$ cat config.mk
export PLATFORM = sky130hd
export DESIGN_NAME = memory_stage_ctrl
export DESIGN_NICKNAME = d
export VERILOG_FILES = /design/src/rtl/memory_stage_ctrl.sv
export SDC_FILE = /design/constraint.sdc
export NUM_CORES = 1
export LEC_CHECK = 0
export BUFFER_PORTS_ARGS = -buffer_cell sky130_fd_sc_hd__buf_2
export CAP_MARGIN = 5
export CORE_ASPECT_RATIO = 0.8
export CORE_MARGIN = 4
export CORE_UTILIZATION = 44
export DETAILED_ROUTE_END_ITERATION = 7
export GPL_TIMING_DRIVEN = 0
export HOLD_SLACK_MARGIN = 0.15
export PLACE_DENSITY = 0.75
export SLEW_MARGIN = 20
export SYNTH_ARGS = -nofsm -noshare
export SYNTH_HDL_FRONTEND = slang
export SYNTH_SLANG_ARGS = --single-unit
$ cat constraint.sdc
create_clock -name clk -period 1.24 [get_ports clk]
set_input_delay 0.248 -clock clk [delete_from_list [all_inputs] [get_ports clk]]
set_output_delay 0.248 -clock clk [all_outputs]
set_load 0.005 [all_outputs]
$ cat src/rtl/memory_stage_ctrl.sv
// -----------------------------------------------------------------------------
// memory_stage_ctrl
//
// Memory stage of the 16-bit pipelined CPU, sitting between execute and
// writeback. It holds the Execute/Memory pipeline register (M), decodes the
// bank select onto NUM_BANKS synchronous RAMs that share one address and one
// write-data bus, waits out the RAM read latency on loads (stalling upstream),
// and produces the registered writeback bundle.
//
// Assumes ADDR_W <= DATA_W, because the bank address is the low part of the
// ALU result.
//
// Ports
//   clk, rst_n          rising-edge clock, synchronous active-low reset
//   ex_valid            execute stage presents an operation
//   ex_wbs              writeback select (1 = load data, 0 = calc data)
//   ex_wme              memory write enable (store), has priority over ex_wbs
//   ex_mm               bank select
//   ex_wm               calc mux select (1 = ex_write_data, 0 = ex_alu_result)
//   ex_ni               next-instruction flag, passed through
//   ex_alu_result       address / ALU result
//   ex_write_data       store data
//   flush               turn the op accepted at this edge into a bubble
//   stall               upstream must hold ex_* stable
//   bank_addr/wdata     shared address / store data to every bank
//   bank_we             one-hot bank write enable
//   bank_rdata          concatenated bank read data, bank k = slice k
//   wb_*                registered writeback bundle
// -----------------------------------------------------------------------------
module memory_stage_ctrl #(
  parameter int DATA_W    = 16,
  parameter int ADDR_W    = 16,
  parameter int NUM_BANKS = 3,
  parameter int SEL_W     = 2,
  parameter int READ_LAT  = 1
) (
  input  logic                        clk,
  input  logic                        rst_n,
  input  logic                        ex_valid,
  input  logic                        ex_wbs,
  input  logic                        ex_wme,
  input  logic [SEL_W-1:0]            ex_mm,
  input  logic                        ex_wm,
  input  logic                        ex_ni,
  input  logic [DATA_W-1:0]           ex_alu_result,
  input  logic [DATA_W-1:0]           ex_write_data,
  input  logic                        flush,
  output logic                        stall,
  output logic [ADDR_W-1:0]           bank_addr,
  output logic [DATA_W-1:0]           bank_wdata,
  output logic [NUM_BANKS-1:0]        bank_we,
  input  logic [NUM_BANKS*DATA_W-1:0] bank_rdata,
  output logic                        wb_valid,
  output logic                        wb_wbs,
  output logic [DATA_W-1:0]           wb_mem_data,
  output logic [DATA_W-1:0]           wb_calc_data,
  output logic                        wb_ni,
  output logic                        wb_sel_err
);

  // READ_LAT is at most 7, so three counter bits are always enough.
  localparam int                CNT_W   = 3;
  localparam logic [CNT_W-1:0]  LAT     = CNT_W'(READ_LAT);
  localparam bit                HAS_LAT = (READ_LAT > 0);
  // One extra bit so that NUM_BANKS == 2**SEL_W is representable.
  localparam logic [SEL_W:0]    NB      = (SEL_W+1)'(NUM_BANKS);

  typedef enum logic {
    ST_IDLE = 1'b0,
    ST_WAIT = 1'b1
  } state_t;

  typedef struct packed {
    logic              valid;
    logic              wbs;
    logic              wme;
    logic [SEL_W-1:0]  mm;
    logic              wm;
    logic              ni;
    logic [DATA_W-1:0] alu_result;
    logic [DATA_W-1:0] write_data;
  } m_reg_t;

  state_t            r_state;
  state_t            w_state_next;
  logic [CNT_W-1:0]  r_cnt;
  logic [CNT_W-1:0]  w_cnt_next;
  m_reg_t            r_m;

  logic              w_stall;
  logic              w_advance;
  logic              w_ex_load;
  logic              w_m_load;
  logic              w_m_store;
  logic              w_sel_oob;
  logic [DATA_W-1:0] w_rd_data;

  // A flushed op is a bubble, so it can never start a read wait.
  assign w_ex_load = ex_valid & ~flush & ex_wbs & ~ex_wme;

  // ---------------------------------------------------------------------------
  // FSM: state register
  // ---------------------------------------------------------------------------
  // NOTE: reset is synchronous, so only clk is in the sensitivity list, and all
  // sequential state is assigned with <= so every flop samples pre-edge values.
  always_ff @(posedge clk) begin
    if (!rst_n) begin
      r_state <= ST_IDLE;
      r_cnt   <= '0;
    end else begin
      r_state <= w_state_next;
      r_cnt   <= w_cnt_next;
    end
  end

  // ---------------------------------------------------------------------------
  // FSM: next state
  // The completion edge of a load (WAIT, counter 0) is also an accept edge, so
  // a following load re-enters WAIT directly and back-to-back loads never lose
  // a cycle to an IDLE visit.
  // ---------------------------------------------------------------------------
  always_comb begin
    // NOTE: defaults first so that every path assigns every output and no
    // latch is inferred.
    w_state_next = r_state;
    w_cnt_next   = r_cnt;
    unique case (r_state)
      ST_IDLE: begin
        if (w_ex_load && HAS_LAT) begin
          w_state_next = ST_WAIT;
          w_cnt_next   = LAT;
        end
      end
      ST_WAIT: begin
        if (r_cnt != '0) begin
          w_cnt_next = r_cnt - CNT_W'(1);
        end else if (w_ex_load && HAS_LAT) begin
          w_state_next = ST_WAIT;
          w_cnt_next   = LAT;
        end else begin
          w_state_next = ST_IDLE;
        end
      end
      default: begin
        w_state_next = ST_IDLE;
        w_cnt_next   = '0;
      end
    endcase
  end

  // ---------------------------------------------------------------------------
  // FSM: outputs
  // Every non-stalled edge both accepts a new op into M and captures the
  // writeback bundle from the op currently in M, so one signal drives both.
  // ---------------------------------------------------------------------------
  always_comb begin
    w_stall = 1'b0;
    if ((r_state == ST_WAIT) && (r_cnt != '0)) begin
      w_stall = 1'b1;
    end
  end

  assign stall     = w_stall;
  assign w_advance = ~w_stall;

  // ---------------------------------------------------------------------------
  // Execute/Memory register; holds (and ignores flush) while stalled.
  // ---------------------------------------------------------------------------
  always_ff @(posedge clk) begin
    if (!rst_n) begin
      r_m <= '0;
    end else if (w_advance) begin
      r_m.valid      <= ex_valid & ~flush;
      r_m.wbs        <= ex_wbs;
      r_m.wme        <= ex_wme;
      r_m.mm         <= ex_mm;
      r_m.wm         <= ex_wm;
      r_m.ni         <= ex_ni;
      r_m.alu_result <= ex_alu_result;
      r_m.write_data <= ex_write_data;
    end
  end

  assign w_m_load  = r_m.valid & r_m.wbs & ~r_m.wme;
  assign w_m_store = r_m.valid & r_m.wme;
  assign w_sel_oob = ({1'b0, r_m.mm} >= NB);

  // Address and store data stay stable for as long as M holds.
  assign bank_addr  = r_m.alu_result[ADDR_W-1:0];
  assign bank_wdata = r_m.write_data;

  // An out-of-range select matches no bank, so no write enable fires.
  always_comb begin
    bank_we = '0;
    for (int k = 0; k < NUM_BANKS; k++) begin
      bank_we[k] = w_m_store & (r_m.mm == SEL_W'(k));
    end
  end

  always_comb begin
    w_rd_data = '0;
    for (int k = 0; k < NUM_BANKS; k++) begin
      if (r_m.mm == SEL_W'(k)) begin
        w_rd_data = bank_rdata[k*DATA_W +: DATA_W];
      end
    end
  end

  // ---------------------------------------------------------------------------
  // Writeback bundle: wb_valid is a one-cycle pulse; other fields hold between
  // captures.
  // ---------------------------------------------------------------------------
  always_ff @(posedge clk) begin
    if (!rst_n) begin
      wb_valid     <= 1'b0;
      wb_wbs       <= 1'b0;
      wb_mem_data  <= '0;
      wb_calc_data <= '0;
      wb_ni        <= 1'b0;
      wb_sel_err   <= 1'b0;
    end else if (w_advance) begin
      wb_valid     <= r_m.valid;
      wb_wbs       <= r_m.wbs;
      wb_ni        <= r_m.ni;
      wb_calc_data <= r_m.wm ? r_m.write_data : r_m.alu_result;
      wb_mem_data  <= (w_m_load && !w_sel_oob) ? w_rd_data : '0;
      wb_sel_err   <= (w_m_load | w_m_store) & w_sel_oob;
    end else begin
      wb_valid <= 1'b0;
    end
  end

endmodule

Word level (Yosys, flattened, before mapping):

Cells that the tools add are included.

* flip-flop bits (word level): 79
* latch bits: 0
* RAM bits: 0
* memory bits (read-only): 0
* input bits: 90
* output and inout port bits: 72
* word-level logic and storage cells: 54
* memories: 0

* add/subtract/negate cells: 1
* $mul: 0
* div/mod/pow operators: 0
* $lt $le $gt $ge: 1
* equal/unequal tests: 2
* shift-type cells: 0
* mux-type cells: 12
* bitwise gates (word level): 16
* reductions and logical operators: 6

Operators by type and width (number)
* $mux W16: 5
* $and A1 B1 Y1: 10
* $mux W3: 2
* $pmux W3 S2: 1
* $not A1 Y1: 5
* $mux W1: 3
* $reduce_bool A3 Y1: 1
* $sub A3 B1 Y3 const B: 1
* $eq A2 B1 Y1 const B: 1
* $eq A2 B2 Y1 const B: 1
* $ge A2 B2 Y1 const B: 1
* $logic_and A1 B1 Y1: 2
* $logic_not A2 Y1: 1
* $pmux W1 S2: 1
* $reduce_or A2 Y1: 1
* $logic_not A1 Y1: 1
* $or A1 B1 Y1: 1

Longest topological paths before layout:

* word-level depth: 7
* mapped depth: 7
* depth with buffers taken out: 5

Worst setup path after synthesis:

OpenSTA, ideal clock, no wires.

* kind: reg-to-reg
* from: reg r_cnt[0]
* to: reg wb_mem_data[10]
* setup time: 0.124 ns
* arrival time: 1.244 ns
* required time: 1.116 ns
* path slack: -0.128 ns
* cell stages (with the launch flop): 7
* path buffers: 1
* clock period less this slack: 1.368 ns
* path through: dfxtp_1 -> inv_1 -> ha_1 -> nor2b_4 -> o21ai_2 -> buf_4 -> o32ai_2

* longest elaborated chain between the ends: 3

RTL lines
* start, declared: line 86 `logic [CNT_W-1:0] r_cnt;`
* start signal, assigned: line 112 `r_cnt <= w_cnt_next;`
* $reduce_bool A3 Y1: line 158 `if ((r_state == ST_WAIT) && (r_cnt != '0)) begin`
* $logic_and A1 B1 Y1: line 158
* $mux W1: line 158
* end signal, assigned: line 226 `wb_mem_data <= (w_m_load && !w_sel_oob) ? w_rd_data : '0;`
* end, declared: line 55 `output logic [DATA_W-1:0] wb_mem_data,`

Every way passes these cells.
A chain may end at the register's enable or synchronous reset.

Worst setup path in the final report:

* from: reg r_cnt[1]
* to: reg r_cnt[1]

* longest elaborated chain between the ends: 3
* elaborated cells between the ends (all ways): 5
* those cells by class: add/sub (1); mux (3); reduce/logical (1)

RTL lines
* $sub A3 B1 Y3 (tied with other cells): line 136 `w_cnt_next = r_cnt - CNT_W'(1);`
* $mux W3: line 135 `if (r_cnt != '0) begin`
* $pmux W3 S2 *: line 127 `unique case (r_state)`

Every way passes the cells marked *; elsewhere a longest branch is shown, timed or not.

==> results.sh <==
export IMPL_max_freq_ghz=0.602
export IMPL_post_drt_wl_per_cell_um=20.2
export IMPL_grt_usage=0.262
export IMPL_antenna_left=0
export IMPL_antenna_found_initial=0
export IMPL_fin_nets=758
export IMPL_hold_path_class="primary input to flop"
export IMPL_setup_violations=82
export IMPL_htree_levels=3
export IMPL_cellLeakagePower_nw=2.92
export IMPL_status="finished, violations left"
export IMPL_drive_above_1_share=0.617
export IMPL_dr_pass1_iters=5
export IMPL_place_gp_congestion=0.823
export IMPL_finalHoldViolCount=0
export IMPL_yosys_cell_types_count=34
export IMPL_die_area_um2=10400
export IMPL_fill_cells=549
export IMPL_synth_seq_cells=79
export IMPL_yosys_area_top_type="dfxtp_1"
export IMPL_start_util=0.456
export IMPL_dp_hpwl_um=8660
export IMPL_seq_area_frac_synth=0.405
export IMPL_area_growth_pct=67.5
export IMPL_rsz0062_at_grt="true"
export IMPL_cts_sinks=79
export IMPL_grt_overflow=0
export IMPL_final_common_cell="buf_2"
export IMPL_path_clk_slew_ns=0.08
export IMPL_cts_made_buffers=9
export IMPL_clock_latency_ns=0.37
export IMPL_via_per_inst=5.76
export IMPL_route_vias_total=4509
export IMPL_grtUsageMet3=0.0574
export IMPL_min_period_ns=1.66
export IMPL_numPortBuffers=160
export IMPL_crit_required_ns=1.52
export IMPL_path_class="flop to flop"
export IMPL_setup_ws_ns=-0.421
export IMPL_final_cell_mix="buf_2 (164), dfxtp_1 (55), buf_4 (53), o21ai_2 (48), nand3_1 (38)"
export IMPL_grt_pass1_vias=4263
export IMPL_max_slew_margin=0.464
export IMPL_syn_cell_area_um2=3900
export IMPL_syn_num_nets=516
export IMPL_cp_end_kind="flop"
export IMPL_root_buffer="clkbuf_8"
export IMPL_wl_um=15800
export IMPL_diodes=0
export IMPL_die_h_um=92.2
export IMPL_grt_pass1_wl_um=22000
export IMPL_synth_top_cell_area_share=0.405
export IMPL_tightest_slew_ns=0.804
export IMPL_maxCapViolCount=0
export IMPL_grt_max_degree=14
export IMPL_fp_dieW_um=113
export IMPL_syn_area_per_cell_um2=9.20
export IMPL_core_rowCount=30
export IMPL_use_met2=0.427
export IMPL_ys_warn_count=0
export IMPL_peakVddDrop_mv=0.530
export IMPL_drc_errors=0
export IMPL_finalCritPeriodShare=1.34
export IMPL_stdcell_area_um2=6540
export IMPL_start_kind="flop"
export IMPL_tns_ns=-23.54
export IMPL_yosys_top_cells_area="dfxtp_1 (41%), buf_4 (8.5%), mux2i_1 (8.2%), o21ai_0 (7.3%), a21oi_1 (5.8%)"
export IMPL_dpl_instance_area_um2=4890
export IMPL_fin_skew_ns=0.0153
export IMPL_ioPinCount=162
export IMPL_first_iter_violations=345
export IMPL_maxSlewViolCount=0
export IMPL_cp_arrival_ns=1.95
export IMPL_coreArea_um2=8560
export IMPL_cts_buffer_depth=2
export IMPL_busiest_layer="met2"
export IMPL_cts_tree="yes"
export IMPL_power_density_nw_per_um2=902
export IMPL_syn_inst=424
export IMPL_violations="negative setup slack"
export IMPL_gr_usage_met1=0.336
export IMPL_crit_path_max_fanout=5
sequential cells by signal, indices dropped and copies added (netlist names):
signal,cells
bank_addr,16
bank_wdata,16
wb_calc_data,16
wb_mem_data,16
r_m,7
r_cnt,3
r_state,1
wb_ni,1
wb_sel_err,1
wb_valid,1
wb_wbs,1
worst paths after layout:
check	start	to	slack [ns]	cells past startpoint
max	r_cnt[1]	r_cnt[1]	-0.42	8
min	ex_alu_result[8]	bank_addr[8]	0.16	3
max reg2reg	r_cnt[1]	r_cnt[1]	-0.42	8
min reg2reg	bank_wdata[0]	bank_wdata[0]	0.49	2
critical path, cell delays in order, from the launching register on:
cell and delay [ns]:
dfxtp_2 0.35, inv_2 0.05, ha_4 0.17, buf_6 0.12, nor2b_4 0.13, buf_6 0.14
clkbuf_16 0.15, or3_4 0.33, a21oi_2 0.15
final cells by class:
| type | instances | area (um2) | area share |
|---|---|---|---|
| multi-input cells | 265 | 2370 | 0.362 |
| flip-flops and latches | 79 | 1620 | 0.247 |
| well taps | 112 | 140 | 0.0214 |
| clock inverters | 6 | 61.3 | 0.00938 |
| plain buffers | 71 | 592 | 0.0905 |
| repair buffers | 235 | 1610 | 0.246 |
| inverters | 5 | 21.3 | 0.00325 |
| clock buffers | 10 | 128 | 0.0195 |
repair_timing:
item / CTS / global route
gates cloned: 6 / 0
buffers inserted: 26 / 14
hold endpoints to repair: 29 / 3
setup endpoints to repair: 80 / 101
resized for setup: 179 / 91
pin swaps: 48 / 23
hold buffers: 29 / 3
synthesized netlist by cell type:
library cell and instances:
o32ai_2 10, inv_1 3, inv_2 1, ha_1 2
clkbuf_2 2, o21ai_2 1, nand2b_1 1, clkbuf_1 14
o21ai_0 57, buf_4 44, dfxtp_1 79, nand2_1 19
a21oi_1 45, clkinv_1 1, nor2b_1 3, o211a_1 17
nand4bb_1 1, nor2b_4 1, buf_1 4, nor3_1 1
o2111ai_1 1, and3_1 2, nand2_4 1, o211ai_1 3
a2bb2oi_1 16, o21a_1 1, o32ai_1 6, buf_2 8
or3_1 2, buf_6 3, nand3_1 41, nand4b_2 1
mux2i_1 32, nor3b_1 1
metal layers:
metal | wire length (um) | share of wire
met1 | 6180 | 0.39
met2 | 7870 | 0.50
met4 | 561 | 0.035
met3 | 1230 | 0.078
met5 | 0 | 0
cells by family after synthesis:
group | Yosys count | share of synthesized area
compound gates | 157 | 0.278
fa+ha+maj | 2 | 0.00641
buf+inv | 80 | 0.128
flops | 79 | 0.405
mux | 32 | 0.0821
simple gates | 74 | 0.100
report_power, final:
| group | total (mW) | internal [mW] | leakage, nW | switching, mW |
|---|---|---|---|---|
| clock | 1.91 | 0.924 | 0.0960 | 0.985 |
| sequential | 2.75 | 2.65 | 0.658 | 0.102 |
| combinational | 1.24 | 0.664 | 2.16 | 0.573 |
| total | 5.90 | 4.24 | 2.92 | 1.66 |
metrics by stage:
stage | hold WS (ns) | setup slack [ns] | cells | utilization | power (mW)
5_1_grt | 0.147 | -0.441 | 783 | 0.764 | 6.07
3_5_place_dp | 0.456 | -0.290 | 696 | 0.571 | 3.59
2_1_floorplan | 0.409 | -0.0263 | 424 | - | 3.24
3_3_place_gp | 0.453 | -0.265 | 696 | 0.571 | 3.57
6_report | 0.159 | -0.421 | 783 | 0.764 | 5.90
4_1_cts | 0.151 | -0.394 | 773 | 0.719 | 5.71
Note: power is estimated with default switching activity, not from simulation.
